--- config.mk ---
export PLATFORM = sky130hd
export DESIGN_NAME = ringosc_meas_ctrl
export DESIGN_NICKNAME = d
export VERILOG_FILES = /design/src/rtl/ringosc_meas_ctrl.sv
export SDC_FILE = /design/constraint.sdc
export NUM_CORES = 1
export LEC_CHECK = 0
export BUFFER_PORTS_ARGS = -buffer_cell sky130_fd_sc_hd__buf_2
export CAP_MARGIN = 20
export CELL_PAD_IN_SITES_DETAIL_PLACEMENT = 0
export CELL_PAD_IN_SITES_GLOBAL_PLACEMENT = 1
export CORE_ASPECT_RATIO = 2
export CORE_MARGIN = 4
export CORE_UTILIZATION = 50
export CTS_BUF_LIST = sky130_fd_sc_hd__clkbuf_8
export DETAILED_ROUTE_END_ITERATION = 6
export HOLD_SLACK_MARGIN = 0.02
export PLACE_DENSITY = 0.95
export SYNTH_ARGS = -nofsm -noshare
export SYNTH_HDL_FRONTEND = slang
export SYNTH_SLANG_ARGS = --single-unit
export TNS_END_PERCENT = 50
--- constraint.sdc ---
create_clock -name clk -period 5.4 [get_ports clk]
set_clock_uncertainty 0.1 [all_clocks]
set_input_delay 0.81 -clock clk [delete_from_list [all_inputs] [get_ports clk]]
set_output_delay 0.81 -clock clk [all_outputs]
set_load 0.02 [all_outputs]
--- src/rtl/ringosc_meas_ctrl.sv ---
// Ring-oscillator measurement controller: enable ring, settle, count synchronised
// osc edges over a programmable window, report a saturating count.
module ringosc_meas_ctrl #(
    parameter int unsigned WINDOW_W   = 16,
    parameter int unsigned COUNT_W    = 16,
    parameter int unsigned SETTLE_CYC = 8
) (
    input  logic                clk,
    input  logic                rst_n,
    input  logic                start_i,
    input  logic                abort_i,
    input  logic [WINDOW_W-1:0] window_i,
    input  logic                osc_i,
    output logic                osc_en_o,
    output logic                busy_o,
    output logic                done_o,
    output logic [COUNT_W-1:0]  result_o,
    output logic                overflow_o
);

    localparam int unsigned SetW = $clog2(SETTLE_CYC + 1);
    localparam logic [SetW-1:0] SettleLoad = SetW'(SETTLE_CYC);

    typedef enum logic [1:0] {StIdle, StSettle, StMeasure, StDone} state_e;

    state_e              state_q;
    logic                s1_q, s2_q, prev_q;
    logic                osc_edge;
    logic [WINDOW_W-1:0] win_q;
    logic [SetW-1:0]     set_q;
    logic [COUNT_W-1:0]  cnt_q, cnt_d;
    logic                ovf_q, ovf_d;
    logic                osc_en_q, busy_q, done_q, overflow_q;
    logic [COUNT_W-1:0]  result_q;

    // Free-running synchroniser plus delayed copy for rising-edge detection
    always_ff @(posedge clk or negedge rst_n) begin
        if (!rst_n) begin
            s1_q   <= 1'b0;
            s2_q   <= 1'b0;
            prev_q <= 1'b0;
        end else begin
            s1_q   <= osc_i;
            s2_q   <= s1_q;
            prev_q <= s2_q;
        end
    end

    assign osc_edge = s2_q & ~prev_q;

    // An edge arriving at all-ones holds the count and flags saturation
    always_comb begin
        cnt_d = cnt_q;
        ovf_d = ovf_q;
        if (osc_edge) begin
            if (&cnt_q) begin
                ovf_d = 1'b1;
            end else begin
                cnt_d = cnt_q + 1'b1;
            end
        end
    end

    always_ff @(posedge clk or negedge rst_n) begin
        if (!rst_n) begin
            state_q    <= StIdle;
            win_q      <= '0;
            set_q      <= '0;
            cnt_q      <= '0;
            ovf_q      <= 1'b0;
            osc_en_q   <= 1'b0;
            busy_q     <= 1'b0;
            done_q     <= 1'b0;
            result_q   <= '0;
            overflow_q <= 1'b0;
        end else begin
            done_q <= 1'b0;
            case (state_q)
                StIdle: begin
                    if (start_i) begin
                        win_q    <= window_i;
                        cnt_q    <= '0;
                        ovf_q    <= 1'b0;
                        set_q    <= SettleLoad;
                        osc_en_q <= 1'b1;
                        busy_q   <= 1'b1;
                        state_q  <= StSettle;
                    end
                end
                StSettle: begin
                    if (abort_i) begin
                        osc_en_q <= 1'b0;
                        busy_q   <= 1'b0;
                        state_q  <= StIdle;
                    end else if (set_q == SetW'(1)) begin
                        if (win_q == '0) begin
                            osc_en_q   <= 1'b0;
                            result_q   <= cnt_q;
                            overflow_q <= ovf_q;
                            done_q     <= 1'b1;
                            state_q    <= StDone;
                        end else begin
                            state_q <= StMeasure;
                        end
                    end else begin
                        set_q <= set_q - 1'b1;
                    end
                end
                StMeasure: begin
                    if (abort_i) begin
                        osc_en_q <= 1'b0;
                        busy_q   <= 1'b0;
                        state_q  <= StIdle;
                    end else begin
                        cnt_q <= cnt_d;
                        ovf_q <= ovf_d;
                        // Final window cycle: publish the count including this cycle's edge
                        if (win_q == WINDOW_W'(1)) begin
                            osc_en_q   <= 1'b0;
                            result_q   <= cnt_d;
                            overflow_q <= ovf_d;
                            done_q     <= 1'b1;
                            state_q    <= StDone;
                        end else begin
                            win_q <= win_q - 1'b1;
                        end
                    end
                end
                StDone: begin
                    busy_q  <= 1'b0;
                    state_q <= StIdle;
                end
                default: begin
                    osc_en_q <= 1'b0;
                    busy_q   <= 1'b0;
                    state_q  <= StIdle;
                end
            endcase
        end
    end

    assign osc_en_o   = osc_en_q;
    assign busy_o     = busy_q;
    assign done_o     = done_q;
    assign result_o   = result_q;
    assign overflow_o = overflow_q;

endmodule
==> impl_metrics.toml, run 1 <==
[sta]
rsz0062_at_grt = "no"
max_clock_freq_ghz = 0.341
report.final.slew_viol_count = 0
worstMarginPinSlew_ns = 0.961
hold_viol_final = 0
fin_tns_setup_ns = 0
slew_headroom = 0.359
setup_viol = 0
period_share = 0.543
finalCriticalPeriod_ns = 2.93

[die]
die-height_um = 131
rows = 44
initial_utilization = 0.520
die_area_mm2 = 0.00916
core_mm2 = 0.00732
dieWidth_um = 69.7
ioPinCount = 41

[layout]
syn_to_final_growth_pct = 12.4
finalNetCount = 485
fin_util = 0.585
fill_cells = 660
drive_above_1_share = 0.165
diodes = 0
postLayoutCellArea_mm2 = 0.00428

[power]
p_leak_nw = 1.84
combPwrFrac = 0.400
peakVddDrop_mv = 0.503
p_int_mw = 1.12
swShare = 0.418
p_per_area_mw_per_mm2 = 451
p_switching_mw = 0.807
seq_power_share = 0.355
power_mw = 1.93
p_clk_frac = 0.245

[global_route]
grt_max_degree = 63
grt_pass1_vias = 3161
grt_pass1_wl_um = 14700
grt_usage = 0.200
overflow = 0
antenna_found_initial = 0

[synthesis]
synthArstFlopShare = 1.00
syn-mean-instance-area_um2 = 8.96
netlist_area_mm2 = 0.00381
postSynthCellCount = 425
synth.distinct_cells = 69
synth_nets = 455
yosysSeqAreaShare = 0.407
synth_seq_cells = 62
synth_edf_count = 0
synth_warnings = 0
ys.flop_type = "dfrtp_1"

[routing]
dr.pass1.iters = 6
detail_route.wl_per_cell_um = 16.1
vias = 3385
first_iter_violations = 161
wl_um = 8880
ant_nets = 0
via_per_inst = 6.13
route.detailed.drc = 0

[clock_tree]
clk_path_buf_depth = 2
post-cts-setup-buffers = 0
cts-root-buf = "clkbuf_8"
cts.repair.resized = 0
cts.hold.buffers_added = 0
cts_buffers = 9
clock_sinks = 62
clk_latency_ns = 0.35
h-tree-depth = 3
clk_pin_slew_ns = 0.07
cts_tree = "built"

[critical_path]
crit_fanout = 45
r2r_cells = 7
critical_path_class = "reg2reg"
required_ns = 5.58
cp-end-kind = "register"
cp.arrival_ns = 3.12
crit_path_start_kind = "register"

[run_status]
status = "completed"

[placed_design]
gp_congestion = 0.858
dp_hpwl_um = 6290
placed_area_mm2 = 0.00405
io_buffers = 40

[flow_run]
maxCapViolCount = 0

[min_path]
hold_class = "reg2reg"
min_path_cells = 0
layout make-up:
| cell class | count | area (um^2) | area share |
|---|---|---|---|
| Clock buffer | 11 | 151 | 0.0354 |
| Clock inverter | 5 | 81.3 | 0.0190 |
| Inverter | 15 | 56.3 | 0.0132 |
| Multi-Input combinational cell | 323 | 2090 | 0.489 |
| Sequential cell | 62 | 1550 | 0.362 |
| Tap cell | 92 | 115 | 0.0269 |
| Timing Repair Buffer | 44 | 230 | 0.0538 |
flip-flops by register name (all words and copies together) (netlist names), 2 cells and up:
register  flops
result_o     16
set_q         4
cnt_q        16
win_q        16
state_q       2
critical path: stages (launching register included):
cell	delay, ns
dfrtp_1	0.40
inv_1	0.09
ha_1	0.24
buf_4	0.44
inv_1	0.49
or4_1	0.63
o41ai_1	0.29
a221o_1	0.16
power by group through the flow:
stage                     registers [mW]  clock network (mW)  logic [mW]
after detailed placement           0.690                   0       0.769
after global routing               0.701               0.499       0.858
final                              0.685               0.473       0.771
after global placement             0.685                   0       0.749
after floorplan                    0.669                   0       0.583
after CTS                          0.683               0.482       0.770
layer usage:
| layer | global-route usage | vias to the layer above | wire (um) |
|---|---|---|---|
| met5 | 0 | - | 0 |
| met4 | 0.110 | 0 | 334 |
| met3 | 0.0505 | 27 | 446 |
| met2 | 0.353 | 108 | 4690 |
| met1 | 0.214 | 1616 | 3400 |
| li1 | - | 1634 | - |
cell usage after synthesis (all sizes together) (3+ instances only):
library cell | count | area share
clkbuf | 15 | 0.015
a21oi | 25 | 0.033
or4 | 5 | 0.012
o311ai | 4 | 0.0092
and3 | 4 | 0.0066
a221o | 3 | 0.0079
o21ai | 27 | 0.035
nor3 | 14 | 0.023
nand4b | 3 | 0.0069
nor2 | 28 | 0.028
o211ai | 4 | 0.0079
nand2 | 53 | 0.053
mux2i | 15 | 0.039
or3 | 3 | 0.0049
nor2b | 3 | 0.0049
nor3b | 3 | 0.0072
a31oi | 5 | 0.0082
inv | 15 | 0.015
o31ai | 4 | 0.0079
xnor2 | 3 | 0.0069
nand3 | 20 | 0.026
nand4 | 15 | 0.030
ha | 9 | 0.030
xor2 | 8 | 0.018
a22oi | 3 | 0.0059
dfrtp | 62 | 0.41
o22ai | 12 | 0.020
buf | 10 | 0.012
nor4 | 8 | 0.022
nand2b | 7 | 0.012
and2 | 3 | 0.0049
o41ai | 3 | 0.012
a22o | 3 | 0.0069
path summary, 6_finish.rpt:
check                      slack (ns)                    end                    from
hold reg to reg                  0.25         s2_q$_DFF_PN0_          s1_q$_DFF_PN0_
setup reg to reg                 2.47  win_q[10]$_DFFE_PN0P_  state_q[0]$_DFFE_PN0P_
hold / removal                   0.25         s2_q$_DFF_PN0_          s1_q$_DFF_PN0_
max in group asynchronous        4.15   win_q[8]$_DFFE_PN0P_                   rst_n
min in group asynchronous        0.53   cnt_q[9]$_DFFE_PN0P_                   rst_n
setup / recovery                 2.47  win_q[10]$_DFFE_PN0P_  state_q[0]$_DFFE_PN0P_
kinds of logic after synthesis:
group | count (synthesis) | synth area share
multiplexers | 16 | 0.0424
adder cells (fa/ha/maj) | 9 | 0.0296
flip-flops | 62 | 0.407
XOR/XNOR | 11 | 0.0253
buffers and inverters | 40 | 0.0424
AND/OR/NAND/NOR | 177 | 0.259
AO/OA/AOI/OAI | 110 | 0.194
metrics by stage:
stage	hold WS [ns]	instances	setup slack, ns
2_1_floorplan	0.231	425	3.11
3_3_place_gp	0.243	536	2.36
3_5_place_dp	0.243	536	2.31
4_1_cts	0.260	552	2.54
5_1_grt	0.268	552	2.26
6_report	0.254	552	2.47
cells in the final DEF (no fill, tap or decap), types with 13 or more instances in the layout:
| cell | count |
|---|---|
| dfrtp_1 | 62 |
| nand2_1 | 52 |
| buf_2 | 40 |
| nor2_1 | 28 |
| a21oi_1 | 25 |
| nand3_1 | 20 |
| o21ai_1 | 19 |
| inv_1 | 15 |
| mux2i_1 | 15 |
| nand4_1 | 13 |
Note: power is estimated with default switching activity, not from simulation.
==> run 2: changes to the inputs <==
--- a/config.mk
+++ b/config.mk
@@ -5,17 +5,18 @@
 export SDC_FILE = /design/constraint.sdc
 export NUM_CORES = 1
 export LEC_CHECK = 0
+export ABC_AREA = 1
 export BUFFER_PORTS_ARGS = -buffer_cell sky130_fd_sc_hd__buf_2
 export CAP_MARGIN = 20
 export CELL_PAD_IN_SITES_DETAIL_PLACEMENT = 0
 export CELL_PAD_IN_SITES_GLOBAL_PLACEMENT = 1
 export CORE_ASPECT_RATIO = 2
 export CORE_MARGIN = 4
-export CORE_UTILIZATION = 50
+export CORE_UTILIZATION = 44
 export CTS_BUF_LIST = sky130_fd_sc_hd__clkbuf_8
 export DETAILED_ROUTE_END_ITERATION = 6
 export HOLD_SLACK_MARGIN = 0.02
-export PLACE_DENSITY = 0.95
+export PLACE_DENSITY = 0.94
 export SYNTH_ARGS = -nofsm -noshare
 export SYNTH_HDL_FRONTEND = slang
 export SYNTH_SLANG_ARGS = --single-unit
==> constraint.sdc (replaced) <==
create_clock -name clk -period 2.8 [get_ports clk]
set_clock_uncertainty 0.1 [all_clocks]
set_input_delay 0.42 -clock clk [delete_from_list [all_inputs] [get_ports clk]]
set_output_delay 0.42 -clock clk [all_outputs]
set_load 0.02 [all_outputs]
==> impl_metrics.toml, run 2 <==
[run_status]
status = "completed"

[global_route]
antenna_found_initial = 0
grt_pass1_vias = 3704
grt_usage = 0.218
grt_max_degree = 40
overflow = 0
grt_pass1_wl_um = 17700

[sta]
setup_viol = 0
fin_tns_setup_ns = 0
max_clock_freq_ghz = 0.424
slew_headroom = 0.597
worstMarginPinSlew_ns = 0.604
hold_ws_ns = 0.0803
report.final.slew_viol_count = 0
finalCriticalPeriod_ns = 2.36
hold_viol_final = 0
rsz0062_at_grt = "no"
period_share = 0.843

[critical_path]
cp-end-kind = "register"
rr_startpoint = "state_q[0]$_DFFE_PN0P_"
reg2reg_to = "result_o[0]$_DFFE_PN0P_"
crit_fanout = 19
crit_path_start_kind = "register"
r2r_cells = 8
reg2reg_slack_ns = 0.44
required_ns = 2.93
cp.arrival_ns = 2.49
critical_path_class = "reg2reg"

[die]
die_area_mm2 = 0.0105
die-height_um = 141
dieWidth_um = 74.4
ioPinCount = 41
core_mm2 = 0.00865
rows = 48
initial_utilization = 0.449

[clock_tree]
clk_pin_slew_ns = 0.07
h-tree-depth = 3
cts_tree = "built"
clock_sinks = 62
cts-root-buf = "clkbuf_8"
clk_latency_ns = 0.35
cts.repair.resized = 0
cts_buffers = 9
clk_path_buf_depth = 2

[min_path]
hold_start = "osc_i"
min_path_cells = 1
whs_endpoint = "s1_q$_DFF_PN0_"
hold_class = "in2reg"

[layout]
layout_common_cells = "nand2_1 (137), dfrtp_1 (62), nor2_1 (59), nand3_1 (51), inv_1 (49)"
fin_util = 0.506
seq_area_mm2 = 0.00155
diodes = 0
syn_to_final_growth_pct = 12.6
final_common_cell = "nand2_1"
drive_above_1_share = 0.168
fill_cells = 880
postLayoutCellArea_mm2 = 0.00437
finalNetCount = 607
instances_no_fill = 682
multiInputGateArea_mm2 = 0.00203

[routing]
first_iter_violations = 221
route.detailed.drc = 0
vias = 3631
wl_um = 10500
ant_nets = 0
dr.pass1.iters = 4
via_per_inst = 5.32
detail_route.wl_per_cell_um = 15.4

[synthesis]
ys_top_cells_by_count = "nand2_1 (137), dfrtp_1 (62), nor2_1 (59)"
yosysMostFrequentCell = "nand2_1"
syn-mean-instance-area_um2 = 7.21
synth_largest_area_cell = "dfrtp_1"
ys.flop_type = "dfrtp_1"
synth.distinct_cells = 33
synth_edf_count = 0
synth_nets = 569
synth_warnings = 0
synthArstFlopShare = 1.00
synth_top_area_frac = 0.399
yosys-top-cells-area = "dfrtp_1 (40%), nand2_1 (13%), nand3_1 (6.6%)"
postSynthCellCount = 539
synth_seq_cells = 62
netlist_area_mm2 = 0.00388
yosysSeqAreaShare = 0.399

[power]
peakVddDrop_mv = 0.435
p_per_area_mw_per_mm2 = 925
p_leak_nw = 2.05

[flow_run]
maxCapViolCount = 0

[placed_design]
io_buffers = 40
gp_congestion = 0.892
place_inst = 665
placed_area_mm2 = 0.00416
dp_hpwl_um = 7760
[run 2: changes by cell type in the layout (fill, tap and decap cells not counted), moves of 5 or more]
cell | before | now
nand2_1 | 52 | 137
inv_1 | 15 | 49
o21ai_0 | 8 | 41
nand3_1 | 20 | 51
nor2_1 | 28 | 59
mux2i_1 | 15 | 0
nand2_2 | 1 | 9
nand4_1 | 13 | 5
nand2b_1 | 7 | 0
o22ai_1 | 12 | 5
nor2_2 | 0 | 6
nor2_4 | 0 | 6
nor3_1 | 12 | 6
o21ai_1 | 19 | 14
[run 2: worst max-delay path by stage]
| stage | startpoint | slack (ns) | depth (start not counted) | to |
|---|---|---|---|---|
| floorplan | state_q[0]$_DFFE_PN0P_ | 0.98 | 10 | overflow_o$_DFFE_PN0P_ |
| global placement | state_q[0]$_DFFE_PN0P_ | 0.52 | 8 | result_o[0]$_DFFE_PN0P_ |
| detailed placement | state_q[0]$_DFFE_PN0P_ | 0.45 | 8 | result_o[0]$_DFFE_PN0P_ |
| CTS | state_q[0]$_DFFE_PN0P_ | 0.44 | 8 | result_o[0]$_DFFE_PN0P_ |
| global route | state_q[0]$_DFFE_PN0P_ | 0.26 | 8 | result_o[13]$_DFFE_PN0P_ |
| finish | state_q[0]$_DFFE_PN0P_ | 0.44 | 8 | result_o[0]$_DFFE_PN0P_ |
[run 2: where the power goes]
group	switching (mW)	internal, mW
Clock	0.371	0.441
Combinational	1.26	0.579
Sequential	0.218	1.17
[run 2: per-layer routing]
| metal | vias up | routed length, um | global-route usage |
|---|---|---|---|
| met4 | 0 | 272 | 0.0966 |
| met5 | - | 0 | 0 |
| met2 | 55 | 6090 | 0.398 |
| li1 | 1826 | - | - |
| met3 | 15 | 286 | 0.0343 |
| met1 | 1735 | 3820 | 0.237 |
[run 2: repair_timing]
| action | in CTS | in global routing |
|---|---|---|
| setup buffers | 0 | 0 |
| hold endpoints to repair | 23 | 0 |
| hold buffers | 1 | 0 |
| endpoints found under the setup margin | 0 | 0 |
[run 2: area by class of cell]
cell class,count,area share
Clock inverter,2,0.00286
Sequential cell,62,0.355
Inverter,53,0.0455
Clock buffer,14,0.0441
Timing Repair Buffer,47,0.0612
Multi-Input combinational cell,404,0.463
Tap cell,100,0.0286
[run 2: kinds of logic (layout without fill, tap and decap cells)]
| group | Yosys count | after routing | share of synthesized area |
|---|---|---|---|
| DFF | 62 | 62 | 0.399 |
| buffers and inverters | 73 | 116 | 0.0799 |
| and+or+nand+nor | 286 | 286 | 0.328 |
| AOI/OAI and AO/OA | 101 | 101 | 0.146 |
| adders and majority gates | 9 | 9 | 0.0290 |
| xor gates and xnor gates | 8 | 8 | 0.0180 |
[run 2: worst max-delay path, cell delays in order (launching register included)]
cell and delay [ns]:
dfrtp_1 0.38, inv_1 0.08, ha_2 0.31, o21ai_1 0.29, nand2_1 0.14, a21oi_4 0.40
nand2_2 0.29, nor2_1 0.17, a21oi_1 0.08
[run 2: through the flow]
stage	power, mW	setup slack, ns
finish	4.05	0.441
global route	4.36	0.256
CTS	4.07	0.442
detailed placement	3.24	0.453
global placement	3.18	0.524
floorplan	2.74	0.984
